<file path="src/rtl/demux14_tdm_if.sv">
// demux14_tdm_if: input beat, select controls and held channel outputs of the 1-to-4 TDM demux.
interface demux14_tdm_if #(parameter int WIDTH = 4);
  logic [WIDTH-1:0] iData;
  logic iValid;
  logic iAuto;
  logic iS1;
  logic iS0;
  logic iSync;
  logic [WIDTH-1:0] oC0;
  logic [WIDTH-1:0] oC1;
  logic [WIDTH-1:0] oC2;
  logic [WIDTH-1:0] oC3;
  logic [3:0] oStb;
  logic oFrame;
  logic [1:0] oSlot;
  modport master (output iData, iValid, iAuto, iS1, iS0, iSync, input oC0, oC1, oC2, oC3, oStb, oFrame, oSlot);
  modport slave (input iData, iValid, iAuto, iS1, iS0, iSync, output oC0, oC1, oC2, oC3, oStb, oFrame, oSlot);
endinterface

</file>
<file path="src/rtl/demux14_tdm.sv">
// demux14_tdm: registered 1-to-4 demux steering valid beats into held channels by round-robin slot or manual select.
module demux14_tdm #(parameter int WIDTH = 4) (
  input logic iClk,
  input logic iRst_n,
  demux14_tdm_if.slave bus
);
  logic [WIDTH-1:0] chan [4];
  logic [3:0] stb;
  logic frame;
  logic [1:0] slot;
  logic [1:0] effSlot;
  logic [1:0] sel;
  always_comb begin
    effSlot = bus.iSync ? 2'd0 : slot;
    sel = bus.iAuto ? effSlot : {bus.iS1, bus.iS0};
  end
  // the slot only advances on auto beats; otherwise it holds, except that sync clears it
  always_ff @(posedge iClk or negedge iRst_n) begin
    if (!iRst_n) begin
      for (int i = 0; i < 4; i++) chan[i] <= '0;
      stb <= '0;
      frame <= 1'b0;
      slot <= 2'd0;
    end else begin
      if (bus.iValid) chan[sel] <= bus.iData;
      stb <= bus.iValid ? 4'b0001 << sel : 4'b0000;
      frame <= bus.iValid && bus.iAuto && effSlot == 2'd3;
      slot <= (bus.iValid && bus.iAuto) ? effSlot + 2'd1 : effSlot;
    end
  end
  assign bus.oC0 = chan[0];
  assign bus.oC1 = chan[1];
  assign bus.oC2 = chan[2];
  assign bus.oC3 = chan[3];
  assign bus.oStb = stb;
  assign bus.oFrame = frame;
  assign bus.oSlot = slot;
endmodule
</file>
<file path="src/flat_wrapper.sv">
// flat-port wrapper written by rule: the top's interface ports become plain ports
module demux14_tdm_flat 
#(parameter int WIDTH = 4)
  (iClk, iRst_n, bus_iData, bus_iValid, bus_iAuto, bus_iS1, bus_iS0, bus_iSync, bus_oC0, bus_oC1, bus_oC2, bus_oC3, bus_oStb, bus_oFrame, bus_oSlot);
  demux14_tdm_if #(.WIDTH(WIDTH)) bus_i ();
  input logic iClk;
  input logic iRst_n;
  input wire logic [$bits(bus_i.iData)-1:0] bus_iData;
  input wire logic [$bits(bus_i.iValid)-1:0] bus_iValid;
  input wire logic [$bits(bus_i.iAuto)-1:0] bus_iAuto;
  input wire logic [$bits(bus_i.iS1)-1:0] bus_iS1;
  input wire logic [$bits(bus_i.iS0)-1:0] bus_iS0;
  input wire logic [$bits(bus_i.iSync)-1:0] bus_iSync;
  output wire logic [$bits(bus_i.oC0)-1:0] bus_oC0;
  output wire logic [$bits(bus_i.oC1)-1:0] bus_oC1;
  output wire logic [$bits(bus_i.oC2)-1:0] bus_oC2;
  output wire logic [$bits(bus_i.oC3)-1:0] bus_oC3;
  output wire logic [$bits(bus_i.oStb)-1:0] bus_oStb;
  output wire logic [$bits(bus_i.oFrame)-1:0] bus_oFrame;
  output wire logic [$bits(bus_i.oSlot)-1:0] bus_oSlot;
  assign bus_i.iData = bus_iData;
  assign bus_i.iValid = bus_iValid;
  assign bus_i.iAuto = bus_iAuto;
  assign bus_i.iS1 = bus_iS1;
  assign bus_i.iS0 = bus_iS0;
  assign bus_i.iSync = bus_iSync;
  assign bus_oC0 = bus_i.oC0;
  assign bus_oC1 = bus_i.oC1;
  assign bus_oC2 = bus_i.oC2;
  assign bus_oC3 = bus_i.oC3;
  assign bus_oStb = bus_i.oStb;
  assign bus_oFrame = bus_i.oFrame;
  assign bus_oSlot = bus_i.oSlot;
  demux14_tdm #(.WIDTH(WIDTH)) u_core (.iClk(iClk), .iRst_n(iRst_n), .bus(bus_i));
endmodule
</file>
<file path="config.mk">
export PLATFORM = sky130hd
export DESIGN_NAME = demux14_tdm_flat
export DESIGN_NICKNAME = d
export VERILOG_FILES = /design/src/rtl/demux14_tdm_if.sv /design/src/rtl/demux14_tdm.sv /design/src/flat_wrapper.sv
export SDC_FILE = /design/constraint.sdc
export NUM_CORES = 1
export LEC_CHECK = 0
export CORE_ASPECT_RATIO = 0.75
export CORE_MARGIN = 10
export CORE_UTILIZATION = 31
export DETAILED_ROUTE_END_ITERATION = 8
export GPL_TIMING_DRIVEN = 0
export PLACE_DENSITY = 0.67
export SLEW_MARGIN = 20
export SYNTH_ARGS = -nofsm -noshare
export SYNTH_HDL_FRONTEND = slang
export SYNTH_SLANG_ARGS = --single-unit
</file>
<file path="constraint.sdc">
create_clock -name iClk -period 1.9 [get_ports iClk]
set_clock_uncertainty 0.15 [all_clocks]
set_input_delay 0.57 -clock iClk [delete_from_list [all_inputs] [get_ports iClk]]
set_output_delay 0.57 -clock iClk [all_outputs]
set_load 0.1 [all_outputs]
</file>
==> results of run 1 <==
path summary, 6_finish.rpt:
kind                                startpoint                  end  depth (start not counted)
setup / recovery             u_core.bus.oFrame           bus_oFrame                          1
hold / removal                          iRst_n    u_core.bus.oC1[2]                          1
setup reg to reg           u_core.bus.oSlot[1]    u_core.bus.oC0[2]                          4
hold reg to reg              u_core.bus.oC1[0]    u_core.bus.oC1[0]                          1
max in group asynchronous               iRst_n  u_core.bus.oSlot[0]                          1
min in group iClk            u_core.bus.oC1[0]    u_core.bus.oC1[0]                          1
where the power goes:
| part | total (mW) | switching (mW) | internal [mW] |
|---|---|---|---|
| combinational | 0.979 | 0.814 | 0.166 |
| sequential | 0.627 | 0.0443 | 0.583 |
| clock | 0.292 | 0.143 | 0.149 |
| total | 1.90 | 1.00 | 0.898 |
registers in the layout, indices dropped and copies added (netlist names):
| signal | flops |
|---|---|
| u_core.bus.oFrame | 1 |
| u_core.bus.oC3 | 4 |
| u_core.bus.oStb | 4 |
| u_core.bus.oC2 | 4 |
| u_core.bus.oC0 | 4 |
| u_core.bus.oSlot | 2 |
| u_core.bus.oC1 | 4 |
cell families (layout without fill, tap and decap cells):
| logic type | after synthesis | in the layout |
|---|---|---|
| AO/OA/AOI/OAI | 2 | 2 |
| multiplexers | 16 | 16 |
| AND/OR/NAND/NOR | 13 | 13 |
| XOR/XNOR | 2 | 2 |
| flip-flops | 23 | 23 |
| buffers and inverters | 4 | 43 |
cell usage after synthesis (all sizes together):
master	number
nor3b	1
nor2b	1
nor2	2
nand3b	2
mux2	16
nand2b	2
o2111ai	1
xor2	1
dfrtp	23
xnor2	1
nand3	3
inv	4
o21ai	1
nand2	2
repair_timing:
item	in CTS	in global routing
setup buffers	2	0
pin swaps	2	0
setup endpoints to repair	39	34
resized for setup	90	29
metal layers:
layer / routed length, um / GRT usage, % / vias up / share of wire [%]
met4: 0 / 1.29 / 0 / 0
met5: 0 / 0 / - / 0
met1: 844 / 9.12 / 279 / 40
met3: 207 / 4.62 / 0 / 9.7
met2: 1070 / 13.7 / 24 / 50
li1: - / - / 285 / -
through the flow:
stage          worst slack [ns]  hold slack, ns  cells  area [um^2]  TNS (ns)
6_report                 0.0394           0.114    135         1270         0
5_1_grt               0.0000456           0.144    135         1270         0
4_1_cts                 -0.0339           0.362    135         1360   -0.0339
3_5_place_dp             -0.534           0.344    129         1260    -16.71
3_3_place_gp             -0.458           0.338    129         1260    -15.10
2_1_floorplan             0.137           0.124     60          882         0
cell type report:
type                       count  area share (%)
timing repair buffer          35            19.8
clock buffer                   4            3.54
inverter                       4            1.18
sequential                    23            45.5
multi-input combinational     33            26.5
tap                           36            3.54
==> flow_metrics.tcl, run 1 <==
set metrics [dict create \
    status "finished clean" \
    relSlewSlack_pct 63.7 \
    min_period_over_period_pct 97.9 \
    multi_input_area_um2 337 \
    ys_ff_latch 23 \
    portBuffers 33 \
    diodes 0 \
    ant_nets 0 \
    grtUsageTotal_pct 8.22 \
    grt.overflow.total 0 \
    vias 588 \
    fin_crit_ns 1.86 \
    synth_xor_area_share_pct 1.99 \
    syn2layout_area_growth_pct 44.5 \
    cp_top_family "buffers and inverters" \
    gp_congestion 0.682 \
    p_leak_nw 0.592 \
    grt_pass1_vias 669 \
    insertion_delay_ns 0.26 \
    crit_path_max_fanout 1 \
    cts_tree "built" \
    drc 0 \
    critPathMaxStageDelay_ns 0.55 \
    core_area_um2 2660 \
    yosys-top-cells-area "dfrtp_1 (65%), mux2_2 (20%), nand3_1 (1.7%)" \
    slowest_stage "clkdlybuf4s15_2" \
    synth_fa_ha_area_share_pct 0 \
    filler_cell_count 254 \
    utilization_pct 47.7 \
    numCtsBuffers 3 \
    final_cell_mix "dfrtp_1 (21), buf_2 (18), mux2_2 (16), clkdlybuf4s50_1 (6), inv_1 (4)" \
    grt_first_pass_wirelength_mm 3.38 \
    powerDensity_nw_per_um2 1490 \
    synth.distinct_cells 15 \
    postSynthAreaPerCell_um2 14.7 \
    power.total_mw 1.90 \
    fin_nets 111 \
    synth_top_family_by_area "multiplexers" \
    root_buffer "clkbuf_8" \
    layout_commonest_cell "dfrtp_1" \
    routed_wl_mm 2.12 \
    drt_iter0_drc 18 \
    seq_area_um2 578 \
    worst_setup_path_end_kind "output pin" \
    crit_type "flip-flop to output pin" \
    hold_violations 0 \
    clock.fmax_mhz 537 \
    syn_area_um2 880 \
    grt_max_degree 24 \
    max-clock-path-buffers 2 \
    rows 16 \
    die-area_um2 5390 \
    ys_warn_count 0 \
    final-max-slew-violation-count 0 \
    dr.pass1.iters 4 \
    cp_data_arrival_time_ns 1.14 \
    dieHeight_um 66.1 \
    synth_top_area_share_pct 65.4 \
    crit_chain "clkdlybuf4s15_2" \
    yosys.area.top_type "dfrtp_1" \
    die_x_um 81.5 \
    synth-simple-area-share_pct 8.39 \
    setup_viol 0 \
    synth-compound-area-share_pct 1.99 \
    io_pins 34 \
    tightest_slew_ns 0.547 \
    clkSlewWorstSetupHoldPaths_ns 0.08 \
    wl_per_cell_um 15.7 \
    hold_buffers 0 \
    cts_num_sinks 23 \
    drive_above_1_share_pct 54.5 \
    antenna_found_initial 0 \
    syn_inst 60 \
    cp.buffers_inverters 1 \
    rsz0062_at_grt "no" \
    worstSetupStartpointType "flip-flop" \
    ir_drop_v 0.000960 \
    synth_nets 71 \
    initial_core_util_pct 33.0 \
    crit_required_ns 1.18 \
    synth_seq_area_share_pct 65.4 \
    muxShareOfSynthArea_pct 20.5 \
    hold_path_class "input pin to async pin" \
    via_per_inst 4.36 \
    regToRegSetupSlack_ns 0.30 \
    dpl.hpwl_mm 1.60 \
    cap_viol_max_count 0 \
    htreeDepth 1 \
]
(Power assumes the default switching activity.)
==> run 2: changes to the inputs <==
--- a/config.mk
+++ b/config.mk
@@ -7,10 +7,10 @@
 export LEC_CHECK = 0
 export CORE_ASPECT_RATIO = 0.75
 export CORE_MARGIN = 10
-export CORE_UTILIZATION = 31
+export CORE_UTILIZATION = 42
 export DETAILED_ROUTE_END_ITERATION = 8
 export GPL_TIMING_DRIVEN = 0
-export PLACE_DENSITY = 0.67
+export PLACE_DENSITY = 0.84
 export SLEW_MARGIN = 20
 export SYNTH_ARGS = -nofsm -noshare
 export SYNTH_HDL_FRONTEND = slang
==> run 2 against run 1 <==
Net effect:
- sequential power is essentially flat
- via count grew 3.9%
- wire length shrank 2.3%
- register-to-register slack gained 0.06 ns
- die area shrank 19%
- clock power shrank 25%
- critical path type unchanged
- critical endpoint is now bus_oC3[1]
- largest cell class unchanged
- largest power group unchanged
==> flow_metrics.tcl, run 2 (synthesis results as in run 1) <==
set metrics [dict create \
    p_sw_uw 995 \
    fin_cells 122 \
    clkSlewWorstSetupHoldPaths_ns 0.12 \
    initial_core_util_pct 44.0 \
    timing.final.ws_setup_ns 0.0699 \
    netSwitchingFraction_pct 54.6 \
    crit_path_max_fanout 2 \
    drive_above_1_share_pct 54.1 \
    drc 0 \
    drt_iter0_drc 11 \
    rows 14 \
    cts_tree "built" \
    portBuffers 33 \
    hold_path_class "input pin to async pin" \
    grt_max_degree 24 \
    cp.buffers_inverters 1 \
    vias 611 \
    crit_required_ns 1.18 \
    worstSetupStartpointType "flip-flop" \
    ir_drop_v 0.000899 \
    die-area_um2 4340 \
    worst_setup_path_end_kind "output pin" \
    dr.pass1.iters 2 \
    wl_per_cell_um 17.0 \
    clock.fmax_mhz 546 \
    diodes 0 \
    slowest_stage "buf_2" \
    cap_viol_max_count 0 \
    antenna_found_initial 0 \
    grt.overflow.total 0 \
    rsz0062_at_grt "no" \
    relSlewSlack_pct 66.7 \
    htreeDepth 1 \
    crit_type "flip-flop to output pin" \
    numCtsBuffers 3 \
    core_area_um2 2000 \
    cp_data_arrival_time_ns 1.11 \
    grt_first_pass_wirelength_mm 3.29 \
    min_period_over_period_pct 96.3 \
    critPathMaxStageDelay_ns 0.43 \
    fin_nets 110 \
    placed_cells 117 \
    crit_chain "buf_2" \
    root_buffer "clkbuf_4" \
    status "finished clean" \
    p_int_uw 827 \
    hold_violations 0 \
    fin_crit_ns 1.83 \
    tightest_slew_ns 0.500 \
    dieHeight_um 59.6 \
    insertion_delay_ns 0.31 \
    combPwrFrac_pct 53.5 \
    ant_nets 0 \
    seq_area_um2 578 \
    cp_top_family "buffers and inverters" \
    gp_congestion 0.815 \
    final_cell_mix "buf_2 (21), dfrtp_1 (21), mux2_2 (16), clkdlybuf4s50_1 (6), clkbuf_4 (5)" \
    syn2layout_area_growth_pct 37.8 \
    clockPowerShare_pct 12.1 \
    filler_cell_count 183 \
    regToRegSetupSlack_ns 0.36 \
    cts_num_sinks 23 \
    dp_slack_ns -0.460 \
    io_pins 34 \
    via_per_inst 5.01 \
    grtUsageTotal_pct 10.0 \
    die_x_um 72.8 \
    powerDensity_nw_per_um2 1500 \
    pwr-share-seq_pct 34.4 \
    setup_viol 0 \
    p_leak_nw 0.605 \
    max-clock-path-buffers 2 \
    routed_wl_mm 2.08 \
    multi_input_area_um2 334 \
    final-max-slew-violation-count 0 \
    grt_pass1_vias 657 \
]
## run 2: path summary, 6_finish.rpt
check / startpoint / cells past startpoint / endpoint
min in group iClk: bus_iSync / 2 / u_core.bus.oSlot[1]
hold reg to reg: u_core.bus.oC0[1] / 1 / u_core.bus.oC0[1]
setup / recovery: u_core.bus.oC3[1] / 1 / bus_oC3[1]
hold / removal: iRst_n / 1 / u_core.bus.oFrame
setup reg to reg: u_core.bus.oSlot[1] / 4 / u_core.bus.oC0[3]
max in group asynchronous: iRst_n / 1 / u_core.bus.oSlot[1]
## run 2: power by group through the flow
| stage | clock (mW) | combinational, mW | sequential [mW] |
|---|---|---|---|
| floorplan | 0 | 0.102 | 1.33 |
| global placement | 0 | 1.05 | 0.637 |
| detailed placement | 0 | 1.06 | 0.644 |
| CTS | 0.233 | 0.976 | 0.630 |
| global route | 0.249 | 1.00 | 0.644 |
| finish | 0.220 | 0.975 | 0.627 |
## run 2: final cells by class
class | instances | area share, %
multi-input combinational | 33 | 27.6
clock buffer | 4 | 2.17
sequential | 23 | 47.7
inverter | 4 | 1.24
tap | 24 | 2.48
timing repair buffer | 34 | 18.9
## run 2: routing by layer
metal	vias up	wire length, um	global-route usage, %
li1	285	-	-
met1	301	727	9.72
met2	21	1120	17.7
met3	4	202	4.69
met4	0	27	4.86
met5	-	0	0
## run 2: metrics by stage
step / area, um^2 / TNS (ns) / hold WS (ns) / utilization, % / total power [mW]
final: 1210 / 0 / 0.0576 / 60.7 / 1.82
after detailed placement: 1240 / -15.93 / 0.343 / 62.2 / 1.70
after CTS: 1180 / 0 / 0.369 / 59.1 / 1.84
after global placement: 1240 / -14.30 / 0.337 / 62.2 / 1.68
after floorplan: 882 / 0 / 0.124 / - / 1.43
after global routing: 1210 / 0 / 0.0721 / 60.7 / 1.90
## run 2: timing repair
action | 4_1_cts | 5_1_grt
hold buffers | 0 | 0
setup buffers | 0 | 1
gates resized for setup | 122 | 7
pin swaps | 1 | 1
endpoints found under the setup margin | 39 | 15
==> run 3: changes to the inputs <==
--- a/config.mk
+++ b/config.mk
@@ -5,9 +5,10 @@
 export SDC_FILE = /design/constraint.sdc
 export NUM_CORES = 1
 export LEC_CHECK = 0
+export ABC_AREA = 1
 export CORE_ASPECT_RATIO = 0.75
 export CORE_MARGIN = 10
-export CORE_UTILIZATION = 42
+export CORE_UTILIZATION = 44
 export DETAILED_ROUTE_END_ITERATION = 8
 export GPL_TIMING_DRIVEN = 0
 export PLACE_DENSITY = 0.84
==> run 3 against run 2 <==
Net effect:
- sequential power fell by 2%
- critical path type unchanged
- maximum frequency fell by 0.91%
- non-clock buffer count rose by 1
- largest cell class unchanged
==> flow_metrics.tcl, run 3 <==
set metrics [dict create \
    syn_area_um2 1050 \
    setup_viol 0 \
    tightest_slew_ns 0.503 \
    hold_violations 0 \
    synthArstFlopShare_pct 100 \
    syn2layout_area_growth_pct 27.1 \
    met2_usage_pct 18.1 \
    relSlewSlack_pct 66.7 \
    die_x_um 76.4 \
    slowest_stage "buf_2" \
    pwr-share-seq_pct 34.7 \
    hold_buffers 0 \
    clkSlewWorstSetupHoldPaths_ns 0.12 \
    yosys.area.top_type "dfrtp_1" \
    ys_ff_latch 23 \
    grt_pass1_vias 919 \
    insertion_delay_ns 0.31 \
    multi_input_area_um2 427 \
    gr-max-usage-layer "met2" \
    grt_max_degree 24 \
    cts_num_sinks 23 \
    synth_ff_type "dfrtp_1" \
    filler_cell_count 206 \
    crit_required_ns 1.18 \
    fin_nets 155 \
    gp_congestion 0.804 \
    final-max-slew-violation-count 0 \
    placed_cells 173 \
    routed_wl_mm 2.44 \
    synth_seq_area_share_pct 54.9 \
    worst_setup_path_end_kind "output pin" \
    dpl.hpwl_mm 1.93 \
    antenna_found_initial 0 \
    gr-usage-met3_pct 5.17 \
    io_pins 34 \
    ant_nets 0 \
    rows 15 \
    powerDensity_nw_per_um2 1330 \
    drt_iter0_drc 85 \
    final_cell_mix "nand2_1 (43), buf_2 (23), dfrtp_1 (23), clkdlybuf4s50_1 (9), nand4_1 (8)" \
    syn_inst 106 \
    synth_nets 117 \
    netSwitchingFraction_pct 55.2 \
    portBuffers 33 \
    synth_edf_count 0 \
    synth.distinct_cells 19 \
    synth_commonest_cells "nand2_1 (43), dfrtp_1 (23), nand4_1 (8)" \
    drive_above_1_share_pct 30.1 \
    via_per_inst 4.68 \
    critPathMaxStageDelay_ns 0.44 \
    dr.pass1.iters 4 \
    grt.overflow.total 0 \
    postSynthAreaPerCell_um2 9.89 \
    cp_data_arrival_time_ns 1.13 \
    wl_per_cell_um 13.8 \
    crit_chain "buf_2" \
    core_area_um2 2290 \
    cap_viol_max_count 0 \
    diodes 0 \
    numCtsBuffers 3 \
    combPwrFrac_pct 53.0 \
    ys_warn_count 0 \
    synth.most_common_cell "nand2_1" \
    clockPowerShare_pct 12.3 \
    crit_path_max_fanout 2 \
    layout_commonest_cell "nand2_1" \
    finalSetupTns_ns 0 \
    initial_core_util_pct 45.8 \
    cts_tree "built" \
    p_int_uw 794 \
    dieHeight_um 62.3 \
    p_sw_uw 979 \
    grt_first_pass_wirelength_mm 4.43 \
    p_leak_nw 0.718 \
    ir_drop_v 0.000551 \
    worstSetupStartpointType "flip-flop" \
    htreeDepth 1 \
    clock.fmax_mhz 541 \
    hold_path_class "input pin to async pin" \
    cp_top_family "buffers and inverters" \
    cts_setup_buffers 0 \
    root_buffer "clkbuf_4" \
    fin_crit_ns 1.85 \
    crit_type "flip-flop to output pin" \
    rsz0062_at_grt "no" \
    status "finished clean" \
    grtUsageMet1_pct 12.5 \
    grtUsageTotal_pct 11.3 \
    vias 829 \
    min_period_over_period_pct 97.2 \
    max-clock-path-buffers 2 \
    synth_top_area_share_pct 54.9 \
    seq_area_um2 576 \
    drc 0 \
    die-area_um2 4760 \
    cp.buffers_inverters 1 \
    yosys-top-cells-area "dfrtp_1 (55%), nand2_1 (15%), nand3_4 (6.7%)" \
    fin_cells 177 \
]
[run 3: per-stage QoR]
| stage | cell area [um^2] | power, mW | worst slack (ns) | hold slack, ns | util, % |
|---|---|---|---|---|---|
| 5_1_grt | 1330 | 1.85 | 0.0117 | 0.0901 | 58.2 |
| 2_1_floorplan | 1050 | 1.39 | 0.0511 | 0.124 | - |
| 6_report | 1330 | 1.77 | 0.0531 | 0.0548 | 58.2 |
| 3_3_place_gp | 1420 | 1.64 | -0.331 | 0.306 | 62.1 |
| 3_5_place_dp | 1420 | 1.65 | -0.329 | 0.311 | 62.1 |
| 4_1_cts | 1340 | 1.79 | 0.000177 | 0.333 | 58.6 |
[run 3: worst paths after layout]
path / endpoint / slack (ns) / startpoint / depth (start not counted)
min in group iClk: u_core.bus.oC2[0] / 0.33 / u_core.bus.oC2[0] / 2
worst min-delay path: u_core.bus.oSlot[1] / 0.05 / iRst_n / 1
worst min register to register: u_core.bus.oC2[0] / 0.33 / u_core.bus.oC2[0] / 2
worst max-delay path: bus_oC1[3] / 0.05 / u_core.bus.oC1[3] / 1
max in group asynchronous: u_core.bus.oC3[1] / 1.22 / iRst_n / 1
worst max register to register: u_core.bus.oC2[3] / 0.63 / u_core.bus.oSlot[0] / 6
[run 3: cells by family (layout without fill, tap and decap cells)]
logic type	Yosys count	in the layout	share of synthesized area, %
AO/OA/AOI/OAI	5	5	3.58
XOR/XNOR	1	1	0.835
buffers and inverters	10	47	4.41
flip-flops	23	23	54.9
AND/OR/NAND/NOR	67	67	36.3
[run 3: layout make-up]
type / count / area share, %
well taps: 34 / 3.19
inverters: 8 / 2.25
clock buffers: 4 / 1.97
multi-input cells: 73 / 32.0
plain buffers: 2 / 1.22
flip-flops and latches: 23 / 43.2
repair buffers: 33 / 16.2
[run 3: routing by layer]
layer / part of all wire [%] / vias up
met1: 41 / 378
met5: 0 / -
met3: 8.0 / 8
met4: 3.9 / 0
li1: - / 412
met2: 47 / 31
[run 3: power by group through the flow]
stage	clock, mW	sequential, mW	combinational (mW)
after floorplan	0	1.26	0.131
after global placement	0	0.625	1.01
after detailed placement	0	0.630	1.02
after CTS	0.223	0.616	0.948
after global routing	0.239	0.628	0.985
final	0.218	0.615	0.940
[run 3: timing repair]
action | CTS | global route
setup endpoints to repair | 23 | 4
hold endpoints to repair | 0 | 0
resized for setup | 113 | 4
